$ cat src/rtl/tw4_pkg.sv
// Shared types for the tw4 4-bit accumulator CPU and its program ROM.
package tw4_pkg;

  typedef logic [7:0] data_t;
  typedef logic [3:0] addr_t;

  // Instruction opcodes (data[7:4]); codes not listed here execute as NOP.
  typedef enum logic [3:0] {
    OP_ADD_A  = 4'b0000,
    OP_MOV_AB = 4'b0001,
    OP_IN_A   = 4'b0010,
    OP_MOV_AI = 4'b0011,
    OP_MOV_BA = 4'b0100,
    OP_ADD_B  = 4'b0101,
    OP_IN_B   = 4'b0110,
    OP_MOV_BI = 4'b0111,
    OP_OUT_B  = 4'b1001,
    OP_OUT_I  = 4'b1011,
    OP_JNC    = 4'b1110,
    OP_JMP    = 4'b1111
  } opcode_t;

  // Adder source operand selection.
  typedef enum logic [1:0] {
    SRC_A    = 2'd0,
    SRC_B    = 2'd1,
    SRC_IN   = 2'd2,
    SRC_ZERO = 2'd3
  } src_t;

  // Destination register for the adder result.
  typedef enum logic [1:0] {
    DST_A    = 2'd0,
    DST_B    = 2'd1,
    DST_OUT  = 2'd2,
    DST_NONE = 2'd3
  } dst_t;

  // Default program: LED counter (A++, B=A, out=B, loop).
  function automatic data_t default_program(input addr_t a);
    data_t d;
    case (a)
      4'd0:    d = 8'h01;
      4'd1:    d = 8'h40;
      4'd2:    d = 8'h90;
      4'd3:    d = 8'hF0;
      default: d = 8'h00;
    endcase
    return d;
  endfunction

endpackage

$ cat src/rtl/tw4_cpu.sv
// TD4-class 4-bit accumulator CPU: one instruction fetched and executed per clock.
module tw4_cpu
  import tw4_pkg::*;
(
  input  logic  clock,
  input  logic  reset,
  output addr_t addr,
  input  data_t data,
  input  logic [3:0] in,
  output logic [3:0] out
);

  logic [3:0] r_pc;
  logic [3:0] r_a;
  logic [3:0] r_b;
  logic [3:0] r_out;
  logic       r_carry;

  logic [3:0] w_op;
  logic [3:0] w_im;
  src_t       w_src;
  dst_t       w_dst;
  logic       w_jmp;
  logic       w_jnc;
  logic [3:0] w_src_val;
  logic [4:0] w_sum;
  logic [3:0] w_pc_next;

  assign w_op = data[7:4];
  assign w_im = data[3:0];
  assign addr = r_pc;
  assign out  = r_out;

  // Decode opcode into adder source, destination and jump kind.
  always_comb begin
    w_src = SRC_ZERO;
    w_dst = DST_NONE;
    w_jmp = 1'b0;
    w_jnc = 1'b0;
    case (w_op)
      OP_ADD_A:  begin w_src = SRC_A;    w_dst = DST_A;   end
      OP_MOV_AB: begin w_src = SRC_B;    w_dst = DST_A;   end
      OP_IN_A:   begin w_src = SRC_IN;   w_dst = DST_A;   end
      OP_MOV_AI: begin w_src = SRC_ZERO; w_dst = DST_A;   end
      OP_MOV_BA: begin w_src = SRC_A;    w_dst = DST_B;   end
      OP_ADD_B:  begin w_src = SRC_B;    w_dst = DST_B;   end
      OP_IN_B:   begin w_src = SRC_IN;   w_dst = DST_B;   end
      OP_MOV_BI: begin w_src = SRC_ZERO; w_dst = DST_B;   end
      OP_OUT_B:  begin w_src = SRC_B;    w_dst = DST_OUT; end
      OP_OUT_I:  begin w_src = SRC_ZERO; w_dst = DST_OUT; end
      OP_JNC:    begin w_src = SRC_ZERO; w_jnc = 1'b1;    end
      OP_JMP:    begin w_src = SRC_ZERO; w_jmp = 1'b1;    end
      default:   begin w_src = SRC_ZERO; w_dst = DST_NONE; end
    endcase
  end

  // Select the adder source operand.
  always_comb begin
    case (w_src)
      SRC_A:   w_src_val = r_a;
      SRC_B:   w_src_val = r_b;
      SRC_IN:  w_src_val = in;
      default: w_src_val = 4'd0;
    endcase
  end

  // 4-bit adder with carry-out; jumps and NOPs add to zero so carry clears.
  assign w_sum = {1'b0, w_src_val} + {1'b0, w_im};

  // Next PC: unconditional jump, jump on carry clear, or increment with wrap.
  always_comb begin
    if (w_jmp) begin
      w_pc_next = w_im;
    end else if (w_jnc && !r_carry) begin
      w_pc_next = w_im;
    end else begin
      w_pc_next = r_pc + 4'd1;
    end
  end

  // Architectural state update; reset wins over the instruction on the bus.
  always_ff @(posedge clock) begin
    if (reset) begin
      r_pc    <= 4'd0;
      r_a     <= 4'd0;
      r_b     <= 4'd0;
      r_out   <= 4'd0;
      r_carry <= 1'b0;
    end else begin
      r_pc    <= w_pc_next;
      r_carry <= w_sum[4];
      case (w_dst)
        DST_A:   r_a   <= w_sum[3:0];
        DST_B:   r_b   <= w_sum[3:0];
        DST_OUT: r_out <= w_sum[3:0];
        default: ;
      endcase
    end
  end

endmodule

$ cat config.mk
export PLATFORM = sky130hd
export DESIGN_NAME = tw4_cpu
export DESIGN_NICKNAME = d
export VERILOG_FILES = /design/src/rtl/tw4_pkg.sv /design/src/rtl/tw4_cpu.sv
export SDC_FILE = /design/constraint.sdc
export NUM_CORES = 1
export LEC_CHECK = 0
export CAP_MARGIN = 20
export CORE_MARGIN = 4
export CORE_UTILIZATION = 35
export CTS_CLUSTER_DIAMETER = 40
export DETAILED_ROUTE_END_ITERATION = 7
export HOLD_SLACK_MARGIN = 0.03
export PLACE_DENSITY = 0.64
export SYNTH_ARGS = -nofsm -noshare
export SYNTH_HDL_FRONTEND = slang
export SYNTH_SLANG_ARGS = --single-unit
$ cat constraint.sdc
create_clock -name clock -period 2.2 [get_ports clock]
set_clock_uncertainty 0.2 [all_clocks]
set_input_delay 0.22 -clock clock [delete_from_list [all_inputs] [get_ports clock]]
set_output_delay 0.22 -clock clock [all_outputs]
set_load 0.1 [all_outputs]
# After elaboration in Yosys (flattened, before gate mapping)

Index checks and enable logic that the tools add are counted.

Input bits: 14
Output and inout port bits: 8
Logic and storage cells: 40
Register bits: 17

Multiplexer cells: 7
Add/sub/neg operators: 2
Equality and inequality tests: 15
Reductions and logical operators: 11

Operators by type and width:

| cell                | number |
|---|---|
| $eq 4x3->1 const B  | 4 |
| $eq 4x4->1 const B  | 4 |
| $pmux 2 s3          | 2 |
| $pmux 4 s3          | 1 |
| $eq 4x2->1 const B  | 2 |
| $mux 4              | 2 |
| $reduce_or 4->1     | 2 |
| $reduce_or 2->1     | 3 |
| $add 4x4->5         | 1 |
| $add 4x1->4 const B | 1 |
| $eq 2x1->1 const B  | 2 |
| $eq 2x2->1 const B  | 2 |
| $eq 4x1->1 const B  | 1 |
| $logic_not 2->1     | 2 |
| $logic_not 4->1     | 1 |
| $reduce_or 3->1     | 1 |
| $mux 1              | 2 |
| $logic_and 1x1->1   | 1 |
| $logic_not 1->1     | 1 |

# Logic depth before layout (Yosys ltp)

Word-level depth: 6
Mapped depth: 8
Depth with buffers taken out: 8

# Least setup slack after synthesis

No wires, ideal clock.

Kind: input to register
Start: input data[7]
End: register r_b[3]
Data arrival time: 1.709 ns
Cell stages on the path: 7
Path buffers: 1
Path slack: 0.169 ns
Required time: 1.878 ns
Setup time: 0.122 ns
Path through: buf_4 or2_2 o2bb2ai_1 ha_1 a21oi_2 a211oi_1 a311o_1

Longest elaborated chain between the ends: 6
Elaborated cells on any way between the ends: 24
Classes of those cells: add/sub: 1; eq/ne: 12; mux: 3; reduce/logical: 8

RTL lines:

| what                                                                | line          | RTL |
|---|---|---|
| from (decl)                                                         | tw4_cpu.sv:8  | `input data_t data,` |
| $eq 4x4->1, or another cell as far along                            | tw4_cpu.sv:40 | `case (w_op)` |
| $reduce_or 3->1 (no source line) or $reduce_or 2->1 (tied branches) | --            |  |
| $pmux 2 s3                                                          | tw4_cpu.sv:40 |  |
| $eq 2x2->1, or another cell as far along                            | tw4_cpu.sv:59 | `case (w_src)` |
| $pmux 4 s3                                                          | tw4_cpu.sv:59 |  |
| $add 4x4->5                                                         | tw4_cpu.sv:68 | `assign w_sum = {1'b0, w_src_val} + {1'b0, w_im};` |
| to (signal assigned)                                                | tw4_cpu.sv:94 | `DST_B: r_b <= w_sum[3:0];` |
| to (decl)                                                           | tw4_cpu.sv:15 | `logic [3:0] r_b;` |

Parallel ways exist; a longest one is shown, timed or not.
A chain may end at the register's enable or synchronous reset.

# Worst setup path after layout

Start: input data[6]
End: register r_b[2]

The elaborated chain is that of the path after synthesis.

==> flow_summary_export.csv <==
group,metric,value,unit
outcome,outcome,"finished, final reports clean",
worst_setup_path,end_kind,"flop",
clocking,cts_num_sinks,17,
routing,ant_nets,0,
clocking,cts_root_buffer,"clkbuf_4",
synth,synth_area,947.2,um^2
timing,fmax,485.6,MHz
floorplan,fp.dieH,60.02,um
placed_design,place_congestion,0.8288,
clocking,clk_pin_slew,0.11,ns
timing,worstMarginPinSlew,0.3486,ns
timing,rsz0062_at_grt,"no",
synth,synth-edff-count,0,
floorplan,io_pins,22,
final_layout,diodes,0,
routing,drt-pass1-iter-count,4,
grt,grt_pass1_vias,878,
clocking,htreeDepth,1,
grt,gr-max-usage-layer,"met2",
run,max-cap-violations,0,
timing,worst_slack,0.1406,ns
routing,first_iter_violations,16,
routing,vias,892,
final_layout,fin_util,0.5139,
final_layout,syn_to_final_growth,36.86,%
final_layout,fin_area,0.001296,mm^2
power,p_leak,0.5487,nW
synth,async_flop_share,0,
clocking,cts_tree,"done",
synth,syn-num-nets,124,
grt,grt_pass1_wl,3.726,mm
floorplan,die_w,60.02,um
synth,yosysWarnings,0,
routing,totalWireLength,2.338,mm
timing,setup-tns-final,0,ns
synth,synth-seq-cells,17,
placed_design,dpl_cell_area,0.001254,mm^2
clocking,clkLatencyLatePin,0.30,ns
timing,slew_headroom,0.7668,
grt,overflow,0,
floorplan,dieArea,0.003602,mm^2
synth,avgSynthCellArea,9.107,um^2
grt,grt_use_total,0.1421,
synth,synth-main-ff-cell,"dfxtp_1",
floorplan,coreArea,0.002522,mm^2
placed_design,dp_slack,-0.3543,ns
final_layout,nets,160,
synth,syn_inst,104,
routing,wl_per_cell,13.83,um
grt,gr-usage-met3,0.02808,
routing,via_per_inst,5.278,
routing,drcViolationCount,0,
floorplan,num_rows,18,
floorplan,initial_core_util,0.3755,
final_layout,n_fill_cell,261,
final_layout,drive_gt1_frac,0.2590,
placed_design,hpwl,1.894,mm
clocking,clock_path_buffers,2,
worst_setup_path,worstSetupPathType,"input port to flop",
timing,fin_crit,2.059,ns
grt,grt_max_degree,11,
timing,drv_slew,0,
final_layout,layout_commonest_cell,"buf_4",
clocking,numCtsBuffers,3,
placed_design,port_buffers,21,
worst_setup_path,cp_max_fo,4,
worst_setup_path,critPathLaunchType,"input port",
timing,hold_violations,0,
timing,finalCritPeriodShare,0.9361,
synth,yosysSeqAreaShare,0.3593,
timing,holdWs,0.2673,ns
clocking,cts_hold_buf,0,
final_layout,layout_common_cells,"buf_4 (21), dfxtp_1 (17), nand2_1 (12)",
grt,met2_usage,0.2407,
timing,setup_viol,0,
hold_path,hold_path.class,"flop to flop",
worst_setup_path,cp.arrival,2.08,ns
grt,antenna_found_initial,0,
worst_setup_path,required,2.22,ns
power,ir_drop,0.0003701,V
synth,synth.distinct_cells,36,
grt,grt_util_met1,0.1599,
power,powerDensity,586.7,mW/mm^2
==> worst paths after layout <==
path / from / end / slack (ns) / cells past startpoint
setup / recovery: data[6] / r_b[2] / 0.14 / 8
hold / removal: r_b[1] / r_b[1] / 0.27 / 2
setup reg to reg: r_a[0] / r_b[2] / 0.27 / 7
hold reg to reg: r_b[1] / r_b[1] / 0.27 / 2
==> cells by family (layout without fill, tap and decap cells) <==
kind of cell             after synthesis  count (layout)  synth area share
XOR/XNOR                               3               3           0.02775
multiplexers                           4               4           0.04227
adder cells (fa/ha/maj)                6               6           0.08719
buffers and inverters                  6              41           0.03566
AND/OR/NAND/NOR                       39              39            0.2219
AO/OA/AOI/OAI                         29              29            0.2259
flip-flops                            17              17            0.3593
==> routing by layer <==
layer / routed length [um] / part of all wire / vias up
met3: 94 / 0.040 / 9
met1: 1060 / 0.45 / 413
met2: 1096 / 0.47 / 20
met5: 0 / 0 / -
met4: 86 / 0.037 / 0
li1: - / - / 450
==> registers in the layout, summed over array words and instances, names as in the netlist <==
name     flops
r_carry      1
r_b          4
out          4
addr         4
r_a          4
==> power breakdown <==
group | total, mW | switching (mW) | leakage [nW] | internal, mW
Sequential | 0.341 | 0.0132 | 0.139 | 0.328
Combinational | 0.241 | 0.148 | 0.392 | 0.0931
Clock | 0.178 | 0.110 | 0.0177 | 0.0678
==> repair_timing <==
item	in CTS	in global routing
setup endpoints to repair	4	5
resized for setup	3	2
buffers inserted	0	0
pin swaps	1	2
==> cells in the mapped netlist, types with 3 or more instances <==
cell type | instances | area [um^2]
a211oi_1 | 4 | 30.03
a211oi_2 | 3 | 37.54
a21oi_1 | 9 | 45.04
buf_4 | 3 | 22.52
dfxtp_1 | 17 | 340.3
ha_1 | 5 | 62.56
mux2i_1 | 4 | 40.04
nand2_1 | 12 | 45.04
nand2b_1 | 3 | 18.77
nand3_1 | 4 | 20.02
nor2_1 | 4 | 15.01
o21ai_0 | 3 | 15.01
o2bb2ai_1 | 4 | 35.03
==> critical path, cell delays in order <==
cell and delay, ns:
clkdlybuf4s50_1 0.53, a211oi_4 0.09, o2bb2ai_1 0.13, ha_1 0.21
fa_1 0.41, xnor2_1 0.14, buf_4 0.14, a211oi_1 0.20
==> stage by stage <==
step	total power, mW	instances
floorplan	0.5040	104
global placement	0.5857	165
detailed placement	0.5878	165
CTS	0.7668	169
global route	0.7972	169
finish	0.7605	169
==> area by class of cell <==
cell class / count / area (um^2) / area share
clock inverters: 1 / 5.005 / 0.003861
well taps: 30 / 37.54 / 0.02896
repair buffers: 35 / 302.8 / 0.2336
inverters: 2 / 7.507 / 0.005792
flip-flops and latches: 17 / 340.3 / 0.2625
clock buffers: 3 / 22.52 / 0.01737
multi-input cells: 81 / 580.6 / 0.4479
Power figures use the tool's default switching activity.
